`config.mk`:
```
export PLATFORM = sky130hd
export DESIGN_NAME = spi_cfg_responder
export DESIGN_NICKNAME = d
export VERILOG_FILES = /design/src/rtl/spi_cfg_responder.sv
export SDC_FILE = /design/constraint.sdc
export NUM_CORES = 1
export LEC_CHECK = 0
export ABC_AREA = 0
export CAP_MARGIN = 10
export CORE_AREA = 2 2 294 296
export CTS_BUF_LIST = sky130_fd_sc_hd__clkbuf_8
export DETAILED_ROUTE_END_ITERATION = 10
export DIE_AREA = 0 0 296 298
export GPL_TIMING_DRIVEN = 0
export SLEW_MARGIN = 30
export SYNTH_ARGS = -nofsm -noshare
export SYNTH_HDL_FRONTEND = slang
export SYNTH_SLANG_ARGS = --single-unit
```
`constraint.sdc`:
```
create_clock -name clk -period 10.6 [get_ports clk]
set_clock_uncertainty 0.2 [all_clocks]
set_input_delay 1.06 -clock clk [delete_from_list [all_inputs] [get_ports clk]]
set_output_delay 1.06 -clock clk [all_outputs]
set_load 0.02 [all_outputs]
```
`src/rtl/spi_cfg_responder.sv`:
```
// Chip-side SPI mode-0 responder: config frames go to a 16x24 register file with
// full-duplex readback, waveform frames are split into two DAC samples and queued in a FIFO.
module spi_cfg_responder #(
    parameter int unsigned FRAME_W    = 32,
    parameter int unsigned NREG       = 16,
    parameter int unsigned FIFO_DEPTH = 8
) (
    input  logic        clk,
    input  logic        rst_n,
    input  logic        spi_sel,
    input  logic        cs_b,
    input  logic        sclk,
    input  logic        mosi,
    output logic        miso,
    output logic        reg_wr,
    output logic [3:0]  reg_waddr,
    output logic [23:0] reg_wdata,
    input  logic [3:0]  rd_addr,
    output logic [23:0] rd_data,
    output logic [15:0] wav_data,
    output logic        wav_valid,
    input  logic        wav_ready,
    output logic        wav_overflow,
    output logic        frame_err,
    output logic [15:0] frame_cnt
);
    localparam int unsigned AW = 4;
    localparam int unsigned DW = 24;
    localparam int unsigned SW = 16;
    localparam int unsigned PW = $clog2(FIFO_DEPTH);
    localparam int unsigned CW = PW + 1;

    typedef enum logic [1:0] {IDLE, SHIFT, COMMIT} state_t;

    state_t               state;
    logic                 cs_q1, cs_q2, cs_q3;
    logic                 sclk_q1, sclk_q2, sclk_q3;
    logic                 mosi_q1, mosi_q2;
    logic                 mode;
    logic [5:0]           bit_cnt;
    logic [FRAME_W-1:0]   rx_sr;
    logic [FRAME_W-1:0]   tx_sr;
    logic [FRAME_W-1:0]   resp_reg;
    logic                 push_lo;
    logic [DW-1:0]        rf [NREG];
    logic [SW-1:0]        mem [FIFO_DEPTH];
    logic [PW-1:0]        wr_ptr, rd_ptr;
    logic [CW-1:0]        cnt;

    logic                 cs_fall_c, cs_rise_c, sclk_rise_c, sclk_fall_c;
    logic                 good_end_c, cfg_addr_ok_c, fifo_room_c;
    logic [AW-1:0]        idx_c;
    logic                 push_c, pop_c;
    logic [SW-1:0]        push_data_c;
    logic [CW-1:0]        cnt_n_c;
    logic [PW-1:0]        rd_n_c;

    // Two-flop synchronizers plus one history flop for edge detection
    always_ff @(posedge clk or negedge rst_n) begin
        if (!rst_n) begin
            {cs_q3, cs_q2, cs_q1}       <= 3'b000;
            {sclk_q3, sclk_q2, sclk_q1} <= 3'b000;
            {mosi_q2, mosi_q1}          <= 2'b00;
        end else begin
            {cs_q3, cs_q2, cs_q1}       <= {cs_q2, cs_q1, cs_b};
            {sclk_q3, sclk_q2, sclk_q1} <= {sclk_q2, sclk_q1, sclk};
            {mosi_q2, mosi_q1}          <= {mosi_q1, mosi};
        end
    end

    always_comb begin
        cs_fall_c     = cs_q3 & ~cs_q2;
        cs_rise_c     = ~cs_q3 & cs_q2;
        sclk_rise_c   = ~sclk_q3 & sclk_q2;
        sclk_fall_c   = sclk_q3 & ~sclk_q2;
        good_end_c    = (state == SHIFT) && cs_rise_c && (bit_cnt == 6'(FRAME_W));
        cfg_addr_ok_c = rx_sr[30:24] < 7'(NREG);
        idx_c         = rx_sr[24 +: AW];
        fifo_room_c   = cnt <= CW'(FIFO_DEPTH - 2);
        push_c        = (good_end_c && mode && fifo_room_c) || ((state == COMMIT) && push_lo);
        push_data_c   = (state == COMMIT) ? rx_sr[SW-1:0] : rx_sr[FRAME_W-1 -: SW];
        pop_c         = wav_valid & wav_ready;
        cnt_n_c       = cnt + CW'(push_c) - CW'(pop_c);
        rd_n_c        = rd_ptr + PW'(pop_c);
        rd_data       = rf[rd_addr];
    end

    // Frame FSM; the commit side effects land on the SHIFT->COMMIT edge, COMMIT carries the low sample
    always_ff @(posedge clk or negedge rst_n) begin
        if (!rst_n) begin
            state        <= IDLE;
            mode         <= 1'b0;
            bit_cnt      <= '0;
            rx_sr        <= '0;
            tx_sr        <= '0;
            resp_reg     <= '0;
            push_lo      <= 1'b0;
            miso         <= 1'b0;
            reg_wr       <= 1'b0;
            reg_waddr    <= '0;
            reg_wdata    <= '0;
            wav_overflow <= 1'b0;
            frame_err    <= 1'b0;
            frame_cnt    <= '0;
            for (int i = 0; i < int'(NREG); i++) rf[i] <= '0;
        end else begin
            reg_wr    <= 1'b0;
            frame_err <= 1'b0;
            case (state)
                IDLE: begin
                    miso <= 1'b0;
                    if (cs_fall_c) begin
                        mode    <= spi_sel;
                        bit_cnt <= '0;
                        tx_sr   <= resp_reg;
                        miso    <= resp_reg[FRAME_W-1];
                        state   <= SHIFT;
                    end
                end
                SHIFT: begin
                    if (sclk_rise_c) begin
                        rx_sr <= {rx_sr[FRAME_W-2:0], mosi_q2};
                        if (bit_cnt != 6'(FRAME_W + 1)) bit_cnt <= bit_cnt + 6'd1;
                    end
                    if (sclk_fall_c) begin
                        tx_sr <= tx_sr << 1;
                        miso  <= tx_sr[FRAME_W-2];
                    end
                    if (cs_rise_c) begin
                        miso <= 1'b0;
                        if (good_end_c) begin
                            state     <= COMMIT;
                            frame_cnt <= frame_cnt + 16'd1;
                            push_lo   <= 1'b0;
                            if (mode) begin
                                if (fifo_room_c) push_lo <= 1'b1;
                                else wav_overflow <= 1'b1;
                            end else if (cfg_addr_ok_c) begin
                                resp_reg <= {rx_sr[31], rx_sr[30:24], rf[idx_c]};
                                if (rx_sr[31]) begin
                                    rf[idx_c] <= rx_sr[DW-1:0];
                                    reg_wr    <= 1'b1;
                                    reg_waddr <= idx_c;
                                    reg_wdata <= rx_sr[DW-1:0];
                                end
                            end else begin
                                resp_reg <= {rx_sr[31], rx_sr[30:24], 24'h0};
                            end
                        end else begin
                            frame_err <= 1'b1;
                            state     <= IDLE;
                        end
                    end
                end
                COMMIT: begin
                    push_lo <= 1'b0;
                    state   <= IDLE;
                end
                default: state <= IDLE;
            endcase
        end
    end

    always_ff @(posedge clk) begin
        if (push_c) mem[wr_ptr] <= push_data_c;
    end

    // FIFO pointers; wav_data is a registered head that bypasses a push into an emptying FIFO
    always_ff @(posedge clk or negedge rst_n) begin
        if (!rst_n) begin
            wr_ptr    <= '0;
            rd_ptr    <= '0;
            cnt       <= '0;
            wav_valid <= 1'b0;
            wav_data  <= '0;
        end else begin
            if (push_c) wr_ptr <= wr_ptr + PW'(1);
            rd_ptr    <= rd_n_c;
            cnt       <= cnt_n_c;
            wav_valid <= cnt_n_c != '0;
            if (push_c && ((cnt - CW'(pop_c)) == '0)) wav_data <= push_data_c;
            else if (cnt_n_c != '0) wav_data <= mem[rd_n_c];
        end
    end

endmodule
```
# [Yosys cells after proc, flatten, opt, wreduce, memory -nomap -nowiden]
# Memories as Yosys holds them, arrays and structs flattened.
# Cells that the tools add are included.
[word_totals] mem_count=1 out_inout_bits=89 reg_bits=572 ram_bits=128
[op_classes] bitwise_logic=13 magnitude_cmp=5 n_eq_ne=11 muxes=44 addsub=7 reduce_logical=25
[mem_list] name="mem" depth=8 word_bits=16 read_ports=1 rd_ports_with_merged_regs=0 wr=1 line="46" source="logic [SW-1:0] mem [FIFO_DEPTH];"
[op_table] op="384-bit bitwise mux" count=1
[op_table] op="24-bit binary-select mux with 4-bit select" count=2
[op_table] op="24-bit 2-to-1 mux" count=6
[op_table] op="24-bit demux with 4-bit select" count=1
[op_table] op="31-bit 2-to-1 mux" count=2
[op_table] op="31-bit one-hot mux with 2 select lines" count=1
[op_table] op="16-bit 2-to-1 mux" count=3
[op_table] op="1-bit 2-to-1 mux" count=18
[op_table] op="6-bit 2-to-1 mux" count=3
[op_table] op="16-bit by 1-bit adder with 16-bit output, second input constant" count=1
[op_table] op="6-bit one-hot mux with 2 select lines" count=1
[op_table] op="5-bit >= comparator, second input constant" count=2
[op_table] op="2-bit inequality test, second input constant" count=5
[op_table] op="4-bit NOT with 5-bit output" count=2
[op_table] op="3-bit AND reduction" count=3
[op_table] op="2-bit AND reduction" count=4
[op_table] op="4-bit AND reduction" count=2
[op_table] op="4-bit by 1-bit subtractor with 4-bit output" count=2
[op_table] op="1-bit logical AND" count=7
[op_table] op="7-bit by 5-bit < comparator with 1-bit output, second input constant" count=1
[op_table] op="6-bit by 1-bit adder with 6-bit output, second input constant" count=1
[op_table] op="6-bit equality test, second input constant" count=1
[op_table] op="2-bit 2-to-1 mux" count=3
[op_table] op="6-bit inequality test, second input constant" count=1
[op_table] op="20 further kinds" count=32

# [Logic depth before layout (Yosys ltp)]
# Gate-level depths: netlist (run 1).
[logic_depth] word_depth=12 depth_mapped=17

# [Worst setup path before layout (run 1)]
# No wires, ideal clock.
[synth_timing] path_type="in2out" from="in rd_addr[0]" to="out rd_data[10]" required_time_ps=9340 stages=5 arrival_time_ps=3141 path_slack_ps=6199 path_buffers=3 cell_sequence="clkbuf_1 -> buf_2 -> buf_1 -> mux4_2 -> mux4_2"
[synth_between] elab_chain_len=4
[synth_rtl] element="from (decl)" line="18" source="input logic [3:0] rd_addr,"
[synth_rtl] element="4-bit NOT with 5-bit output (implied by the code)" line="85" source="rd_data = rf[rd_addr];"
[synth_rtl] element="24-bit binary-select mux with 4-bit select" line="85"
[synth_rtl] element="24-bit 2-to-1 mux (implied by the code) (2 in series)" line="85"
[synth_rtl] element="to (decl)" line="19" source="output logic [23:0] rd_data,"
# Every way passes these cells. The select of a mux whose other input is x is not followed.

# [Worst setup path in the final report (run 1)]
[layout_timing] from="in rd_addr[1]" to="out rd_data[22]"
# The elaborated chain is that of the path after synthesis.

==> impl_metrics.yaml, run 1 <==
logic_synthesis:
  syn-num-nets: 2042
  netlist_instances: 2016
  synth.distinct_cells: 50
  syn_area_per_cell_sq_um: 16.4
  yosys_register_bits: 700
  yosys_warnings: 0
  synth.most_common_cell: "dfrtp_1"
  yosysSeqAreaShare_pct: 55.1
  synth_common_cells: "572 x dfrtp_1, 513 x mux2_2, 272 x mux4_2"
  synthArstFlopShare_pct: 81.7
  yosys.area.top_type: "dfrtp_1"
  synth_top_area_share_pct: 43.4
  synth-edff-count: 128
  synthTopCellsByArea: "dfrtp_1 43%, mux4_2 19%, mux2_2 18%, edfxtp_1 12%, clkbuf_1 1.5%"
  ys.flop_type: "dfrtp_1"
  syn_area_sq_mm: 0.0330
clock_network:
  clkSlewWorstSetupHoldPaths_ns: 0.06
  cts_tree: "done"
  cts_resized: 0
  clock_latency_ns: 0.77
  clock-root-buffer: "clkbuf_8"
  cts_buffers: 116
  htreeDepth: 3
  hold_buffers: 0
  cts.sinks: 700
  postCtsSetupRepairBufs: 0
  clk_path_buf_depth: 3
sta:
  worst_pin_slew_ns: 1.07
  timing.fmax_ghz: 0.178
  min_period_ns: 5.61
  relSlewSlack_pct: 28.6
  drv_slew: 0
  rsz0062_at_grt: "false"
  setup_viol: 0
  hold_viol: 0
  period_share_pct: 53.0
routing:
  vias_per_cell: 5.56
  drtPass1Iterations: 5
  drc: 0
  wl_um: 90900
  wl_per_cell_um: 26.1
  vias: 19365
  antenna_left: 0
  drtIter0Drc: 1355
worst_setup_path:
  worstPathArrival_ns: 4.35
  end_kind: "primary output"
  worstPathRequired_ns: 9.34
  r2r.worst_path.cells: 15
  timing.rr.start: "state[1]"
  timing.rr.end: "wav_data[6]"
  critPathMaxFanout: 10
  start_kind: "input port"
  rrSetupSlack_ns: 5.27
  worstSetupPathType: "input port to primary output"
placement:
  dp_hpwl_um: 61900
  place_congestion: 0.830
  placed_cells: 3268
  portBuffers: 95
pwr:
  p_clk_share_pct: 39.3
  p_leak_nw: 16.6
  p_switching_mw: 1.65
  swShare_pct: 27.6
  p_per_area_mw_per_mm2: 157
  vdd_drop_max_v: 0.000128
  seq_power_share_pct: 47.1
  pwr-share-comb_pct: 13.6
  p_int_mw: 4.33
cells_and_area:
  fill_cells: 7559
  largest_register_ffs: 384
  reg_top3: "rf x384, mem x128"
  final_util_pct: 44.8
  layout.nets: 2268
  layout.cells.non_filler: 3481
  drive_gt1_share_pct: 44.7
  syn_to_final_growth_pct: 15.4
  regMostFlops: "rf"
die:
  num_rows: 107
  die_w_um: 296
  design.die.area_sq_mm: 0.0882
  core-area_sq_mm: 0.0849
  initial_core_util_pct: 38.8
  io_pins: 100
  die_h_um: 298
grt:
  overflow: 0
  grt_pass1_wl_um: 136000
  antenna_found_initial: 6
  gr-usage-all-layers_pct: 20.9
  grt_max_degree: 88
  grt_pass1_vias: 20672
run_status:
  status: "finished, final reports clean"
worst_hold_path:
  hp-class: "input port to asynchronous set/reset pin"
flow_run:
  cap_violations: 0
logic make-up (layout without fill, tap and decap cells):
group,Yosys count,count (layout),synth area share (%)
other cells,0,4,0
mux,822,822,37.2
flops,700,700,55.1
fa+ha+maj,16,16,0.622
buf+inv,219,536,2.69
compound gates,73,73,1.22
xor+xnor,24,24,0.637
simple gates,162,162,2.53
cell usage in the layout (no fill, tap or decap), drive strengths merged, types with 14 or more instances in the layout:
cell type	instances
o21ai	60
nor2	22
ha	14
clkinv	20
mux2i	32
dfrtp	572
edfxtp	128
inv	93
mux2	518
clkdlybuf4s50	94
buf	58
mux4	272
clkbuf	270
nand2	82
power groups by stage:
stage	Clock [mW]	Combinational (mW)	Sequential [mW]
6_report	2.35	0.812	2.82
3_3_place_gp	0	0.797	2.88
5_1_grt	2.53	0.883	2.83
4_1_cts	2.41	0.824	2.82
3_5_place_dp	0	0.822	2.87
2_1_floorplan	0	0.505	2.88
worst max path at each step:
stage	start	end	slack, ns
6_report	rd_addr[1]	rd_data[22]	4.99
5_1_grt	state[1]	wav_data[14]	4.93
4_1_cts	rd_addr[1]	rd_data[22]	4.97
3_3_place_gp	rst_n	wav_data[12]	-16.95
2_1_floorplan	rd_addr[0]	rd_data[10]	6.20
3_5_place_dp	rd_addr[1]	rd_data[22]	4.98
critical path, cell delays in order:
cell and delay (ns):
clkbuf_1 0.32, clkbuf_1 0.55, clkbuf_1 0.83, mux4_2 0.43, mux4_2 0.57, clkdlybuf4s50_1 0.58
metal layers:
metal / part of all wire, % / track usage (%) / vias up
met1: 43 / 28.9 / 10503
met2: 48 / 33.5 / 569
met3: 5.8 / 3.88 / 148
li1: - / - / 8141
met5: 0.034 / 0 / -
met4: 2.7 / 6.91 / 4
through the flow:
step | worst slack, ns | hold WS, ns | total power, mW | cell area [sq um] | TNS (ns)
floorplan | 6.20 | 0.131 | 3.38 | 33000 | 0
detailed placement | 4.98 | 0.136 | 3.69 | 35700 | 0
global placement | -16.95 | 0.142 | 3.67 | 35400 | -9656.65
global route | 4.93 | 0.136 | 6.24 | 38100 | 0
finish | 4.99 | 0.106 | 5.99 | 38100 | 0
CTS | 4.97 | 0.0872 | 6.05 | 38000 | 0
final cells by class:
type | instances | area (sq um) | area share (%)
flip-flops and latches | 700 | 18200 | 47.7
multi-input cells | 1097 | 14000 | 36.8
clock buffers | 137 | 1890 | 4.95
well taps | 1144 | 1430 | 3.76
repair buffers | 108 | 1220 | 3.21
plain buffers | 177 | 778 | 2.04
clock inverters | 72 | 420 | 1.10
inverters | 42 | 158 | 0.414
diodes | 4 | 10.0 | 0.0263
(Power assumes the default switching activity.)
==> run 2: changes to the inputs <==
==> constraint.sdc (replaced) <==
create_clock -name clk -period 5.1 [get_ports clk]
set_clock_uncertainty 0.2 [all_clocks]
set_input_delay 0.51 -clock clk [delete_from_list [all_inputs] [get_ports clk]]
set_output_delay 0.51 -clock clk [all_outputs]
set_load 0.02 [all_outputs]
==> run 2 against run 1 <==
Net effect: utilization rose by 0.062 points; combinational power up 110%; setup slack got worse by 4.7 ns; wire length barely moved; clock power rose by 110%; non-clock buffer count rose by 4; first-iteration DRC count stayed put; design area up 0.14%; flip-flop and latch count is the same; sequential share of layout area down 0.066 points; cell count is essentially flat; clock-buffer cell count did not move.
==> impl_metrics.yaml, run 2 (synthesized netlist as in run 1, its figures left out) <==
run_status:
  status: "finished, final reports clean"
worst_setup_path:
  worstPathRequired_ns: 5.55
  critPathMaxFanout: 10
  worstPathArrival_ns: 5.24
  r2r.worst_path.cells: 15
  rrSetupSlack_ns: 0.31
  end_kind: "flip-flop"
  timing.rr.end: "wav_data[6]"
  timing.rr.start: "bit_cnt[2]"
  start_kind: "flip-flop"
  worstSetupPathType: "flip-flop to flip-flop"
sta:
  min_period_ns: 4.79
  hold_viol: 0
  timing.fmax_ghz: 0.209
  relSlewSlack_pct: 29.2
  rsz0062_at_grt: "false"
  worst_pin_slew_ns: 1.06
  period_share_pct: 94.0
  setup_viol: 0
  hold_ws_ns: 0.141
  drv_slew: 0
grt:
  antenna_found_initial: 5
  grt_max_degree: 88
  gr-usage-all-layers_pct: 20.9
  grt_pass1_vias: 20688
  grt_pass1_wl_um: 136000
  overflow: 0
routing:
  antenna_left: 0
  drtIter0Drc: 1355
  drc: 0
  drtPass1Iterations: 5
  wl_per_cell_um: 26.1
  vias: 19397
  vias_per_cell: 5.57
  wl_um: 90900
clock_network:
  htreeDepth: 3
  clock-root-buffer: "clkbuf_8"
  clkSlewWorstSetupHoldPaths_ns: 0.06
  postCtsSetupRepairBufs: 0
  clk_path_buf_depth: 3
  cts.sinks: 700
  cts_tree: "done"
  cts_buffers: 116
  clock_latency_ns: 0.77
pwr:
  p_clk_share_pct: 39.1
  pwr-share-comb_pct: 13.8
  swShare_pct: 27.6
  p_leak_nw: 16.6
  p_switching_mw: 3.44
  p_per_area_mw_per_mm2: 327
  p_int_mw: 9.01
  vdd_drop_max_v: 0.000268
  seq_power_share_pct: 47.1
cells_and_area:
  layout.nets: 2272
  fill_cells: 7552
  seq_area_sq_mm: 0.0182
  drive_gt1_share_pct: 44.8
  final_common_cell: "dfrtp_1"
  final_util_pct: 44.9
  layout.cells.non_filler: 3482
  final_cell_mix: "572 x dfrtp_1, 513 x mux2_2, 272 x mux4_2"
  syn_to_final_growth_pct: 15.6
  reg_top3: "rf x384, mem x128"
  regMostFlops: "rf"
  design_area_sq_mm: 0.0381
  multiInputGateArea_sq_mm: 0.0140
  largest_register_ffs: 384
die:
  core-area_sq_mm: 0.0849
  io_pins: 100
  design.die.area_sq_mm: 0.0882
  die_w_um: 296
  initial_core_util_pct: 38.8
  num_rows: 107
  die_h_um: 298
placement:
  dp_hpwl_um: 61900
  place_congestion: 0.830
  placedInstanceArea_sq_mm: 0.0357
  placed_cells: 3268
  portBuffers: 95
flow_run:
  cap_violations: 0
worst_hold_path:
  hp-class: "input port to asynchronous set/reset pin"
==> run 2: area by class of cell <==
class / count / share of cell area, %
Multi-Input combinational cell: 1097 / 36.8
Antenna cell: 1 / 0.00657
Clock inverter: 72 / 1.10
Timing Repair Buffer: 112 / 3.31
Tap cell: 1144 / 3.76
Inverter: 42 / 0.414
Clock buffer: 137 / 4.95
Buffer: 177 / 2.06
Sequential cell: 700 / 47.6
==> run 2: how the worst max path moves through the flow <==
| stage | slack, ns | endpoint | start | cells after the start |
|---|---|---|---|---|
| after floorplan | 0.73 | wav_data[10] | bit_cnt[2] | 15 |
| after global placement | -21.90 | wav_data[12] | rst_n | 1 |
| after detailed placement | -0.23 | wav_data[7] | state[1] | 15 |
| after CTS | 0.005 | wav_data[9] | state[1] | 15 |
| after global routing | 0.007 | wav_data[14] | bit_cnt[2] | 15 |
| final | 0.31 | wav_data[6] | bit_cnt[2] | 15 |
==> run 2: critical path: stages (launching register included) <==
cell and delay, ns:
dfrtp_1 0.44, nor4b_4 0.44, and3_1 0.32, a32o_1 0.42, inv_1 0.08, ha_1 0.30, inv_1 0.06, ha_1 0.16
inv_1 0.06, fa_1 0.39, xor2_1 0.30, nor4b_1 0.13, mux2i_4 0.41, clkbuf_4 0.37, mux2_2 0.35, mux2_2 0.26
==> run 2: power groups by stage <==
stage                     registers (mW)  logic [mW]  clock network [mW]
after floorplan                     5.98        1.05                   0
after global placement              5.98        1.65                   0
after detailed placement            5.97        1.71                   0
after CTS                           5.86        1.71                5.00
after global routing                5.88        1.86                5.26
final                               5.86        1.72                4.88
==> run 2: metrics by stage <==
| step | setup slack (ns) | power [mW] | TNS [ns] |
|---|---|---|---|
| global placement | -21.90 | 7.63 | - |
| floorplan | 0.734 | 7.03 | 0 |
| global route | 0.00743 | 13.0 | 0 |
| finish | 0.308 | 12.5 | 0 |
| CTS | 0.00470 | 12.6 | 0 |
| detailed placement | -0.226 | 7.67 | -2.01 |
==> run 2: routing by layer <==
metal | track usage [%] | routed length [um]
met2 | 33.5 | 43700
met1 | 28.9 | 39100
met3 | 3.82 | 5590
met4 | 6.91 | 2470
met5 | 0 | 17
==> run 2: timing repair <==
item                       in CTS  in global routing
setup endpoints to repair       9                  9
resized for setup               1                  6
cloned                          0                  0
hold endpoints to repair       75                  0
hold buffers                    4                  0
==> run 3: changes to the inputs <==
--- a/config.mk
+++ b/config.mk
@@ -7,11 +7,12 @@
 export LEC_CHECK = 0
 export ABC_AREA = 0
 export CAP_MARGIN = 10
-export CORE_AREA = 2 2 294 296
+export CORE_AREA = 2 2 260 262
 export CTS_BUF_LIST = sky130_fd_sc_hd__clkbuf_8
 export DETAILED_ROUTE_END_ITERATION = 10
-export DIE_AREA = 0 0 296 298
+export DIE_AREA = 0 0 262 264
 export GPL_TIMING_DRIVEN = 0
+export PLACE_DENSITY = 0.69
 export SLEW_MARGIN = 30
 export SYNTH_ARGS = -nofsm -noshare
 export SYNTH_HDL_FRONTEND = slang
==> run 3 against run 2 <==
Net effect: via count grew 0.39%; global-route usage is 4.7 points higher; total power shrank 0.95%; clock-buffer cell count shrank 3; clock power is 1% lower; wire length down 4.8%; sequential share of layout area grew 0.53 points; cell count decreased by 7.9%; flip-flop and latch count did not move; critical path type unchanged; largest power group unchanged.
==> impl_metrics.yaml, run 3 (synthesized netlist as in run 1, its figures left out) <==
clock_network:
  clock_latency_ns: 0.73
  postCtsSetupRepairBufs: 0
  clock-root-buffer: "clkbuf_8"
  cts.sinks: 700
  cts_buffers: 112
  clk_path_buf_depth: 3
  clkSlewWorstSetupHoldPaths_ns: 0.07
  htreeDepth: 3
  cts_tree: "done"
sta:
  drv_slew: 0
  hold_viol: 0
  post-route-worst-setup-slack_ns: 0.303
  period_share_pct: 94.1
  timing.fmax_ghz: 0.208
  relSlewSlack_pct: 26.9
  min_period_ns: 4.80
  worst_pin_slew_ns: 1.10
  rsz0062_at_grt: "false"
  setup_viol: 0
grt:
  grt_pass1_vias: 20438
  gr-usage-all-layers_pct: 25.7
  overflow: 0
  antenna_found_initial: 8
  grt_max_degree: 90
  grt_pass1_wl_um: 130000
placement:
  place_congestion: 0.839
  dpl_worst_slack_ns: -0.170
  dp_hpwl_um: 58600
  portBuffers: 95
cells_and_area:
  final_cell_mix: "572 x dfrtp_1, 513 x mux2_2, 272 x mux4_2"
  final_util_pct: 56.6
  final_common_cell: "dfrtp_1"
  regMostFlops: "rf"
  largest_register_ffs: 384
  syn_to_final_growth_pct: 14.3
  reg_top3: "rf x384, mem x128"
  layout.nets: 2269
  drive_gt1_share_pct: 44.6
pwr:
  p_switching_mw: 3.32
  total_power_mw: 12.3
  seq_power_share_pct: 47.6
  pwr-share-comb_pct: 13.5
  p_int_mw: 9.02
  vdd_drop_max_v: 0.000171
  p_clk_share_pct: 38.9
  p_leak_nw: 16.6
  swShare_pct: 26.9
  p_per_area_mw_per_mm2: 327
die:
  num_rows: 95
  die_w_um: 262
  core-area_sq_mm: 0.0666
  design.die.area_sq_mm: 0.0692
  die_h_um: 264
  initial_core_util_pct: 49.5
  io_pins: 100
routing:
  drtIter0Drc: 1697
  antenna_left: 0
  wl_per_cell_um: 27.0
  wl_um: 86500
  vias_per_cell: 6.07
  vias: 19472
  drc: 0
  drtPass1Iterations: 5
worst_hold_path:
  hp-class: "input port to flip-flop"
  holdPathStages: 1
flow_run:
  cap_violations: 0
worst_setup_path:
  worstSetupPathType: "flip-flop to flip-flop"
  r2r.worst_path.cells: 15
  worstPathRequired_ns: 5.50
  worstPathArrival_ns: 5.20
  end_kind: "flip-flop"
  critPathMaxFanout: 10
  start_kind: "flip-flop"
run_status:
  status: "finished, final reports clean"
[run 3: changes by cell type in the layout (fill, tap and decap cells not counted), sizes merged]
| cell | delta |
|---|---|
| inv | -8 |
| buf | +2 |
| clkbuf | -3 |
| clkinv | +2 |
| diode | +2 |
| clkinvlp | +1 |
| dlygate4sd3 | -1 |
| bufinv | +2 |
[run 3: path summary, 6_finish.rpt]
| path | from | slack (ns) | end |
|---|---|---|---|
| worst min register to register | sclk_q1 | 0.15 | sclk_q2 |
| worst max register to register | bit_cnt[2] | 0.30 | wav_data[10] |
| worst min-delay path | mosi | 0.06 | mosi_q1 |
| min in group asynchronous | rst_n | 0.12 | cs_q2 |
| max in group asynchronous | rst_n | 2.28 | rf[87] |
| worst max-delay path | bit_cnt[2] | 0.30 | wav_data[10] |
[run 3: final cells by class]
type | instances | area [sq um]
fill | 5221 | 28900
sequential | 700 | 18200
multi-input combinational | 1097 | 14000
clock buffer | 134 | 1840
timing repair buffer | 113 | 1260
tap | 873 | 1090
buffer | 177 | 772
clock inverter | 69 | 410
inverter | 42 | 158
antenna | 3 | 7.51
[run 3: what timing repair did]
| item | in CTS | in global routing |
|---|---|---|
| hold buffers | 3 | 0 |
| setup endpoints to repair | 9 | 9 |
| resized for setup | 1 | 3 |
| hold endpoints to repair | 134 | 0 |
[run 3: metal layers]
layer / GRT usage (%) / vias to the layer above / routed length [um]
li1: - / 8152 / -
met1: 34.3 / 10388 / 34600
met2: 40.6 / 754 / 41800
met3: 6.52 / 172 / 6940
met4: 10.2 / 6 / 3130
met5: 0 / - / 42
[run 3: power groups by stage]
stage               clock, mW  sequential, mW  combinational [mW]
floorplan                   0            5.98                1.05
global placement            0            5.98                1.61
detailed placement          0            5.97                1.68
CTS                      4.91            5.87                1.68
global route             5.17            5.88                1.80
finish                   4.81            5.87                1.67
[run 3: critical path: stages, from the launching register on]
cell and delay, ns:
dfrtp_1 0.44, nor4b_4 0.46, and3_1 0.32, a32o_1 0.39, inv_1 0.09, ha_1 0.29, inv_1 0.06, ha_1 0.15
inv_1 0.06, fa_1 0.40, xor2_1 0.20, nor4b_1 0.47, mux2i_4 0.25, clkbuf_2 0.31, mux2_2 0.33, mux2_2 0.26
[run 3: per-stage QoR]
step           cells  area, sq um  hold slack, ns  TNS (ns)
2_1_floorplan   2016        33000          0.0144         0
3_3_place_gp    2984        35000           0.141         -
3_5_place_dp    2998        35400           0.138     -1.41
4_1_cts         3204        37700          0.0244         0
5_1_grt         3207        37700          0.0448         0
6_report        3208        37700          0.0645         0
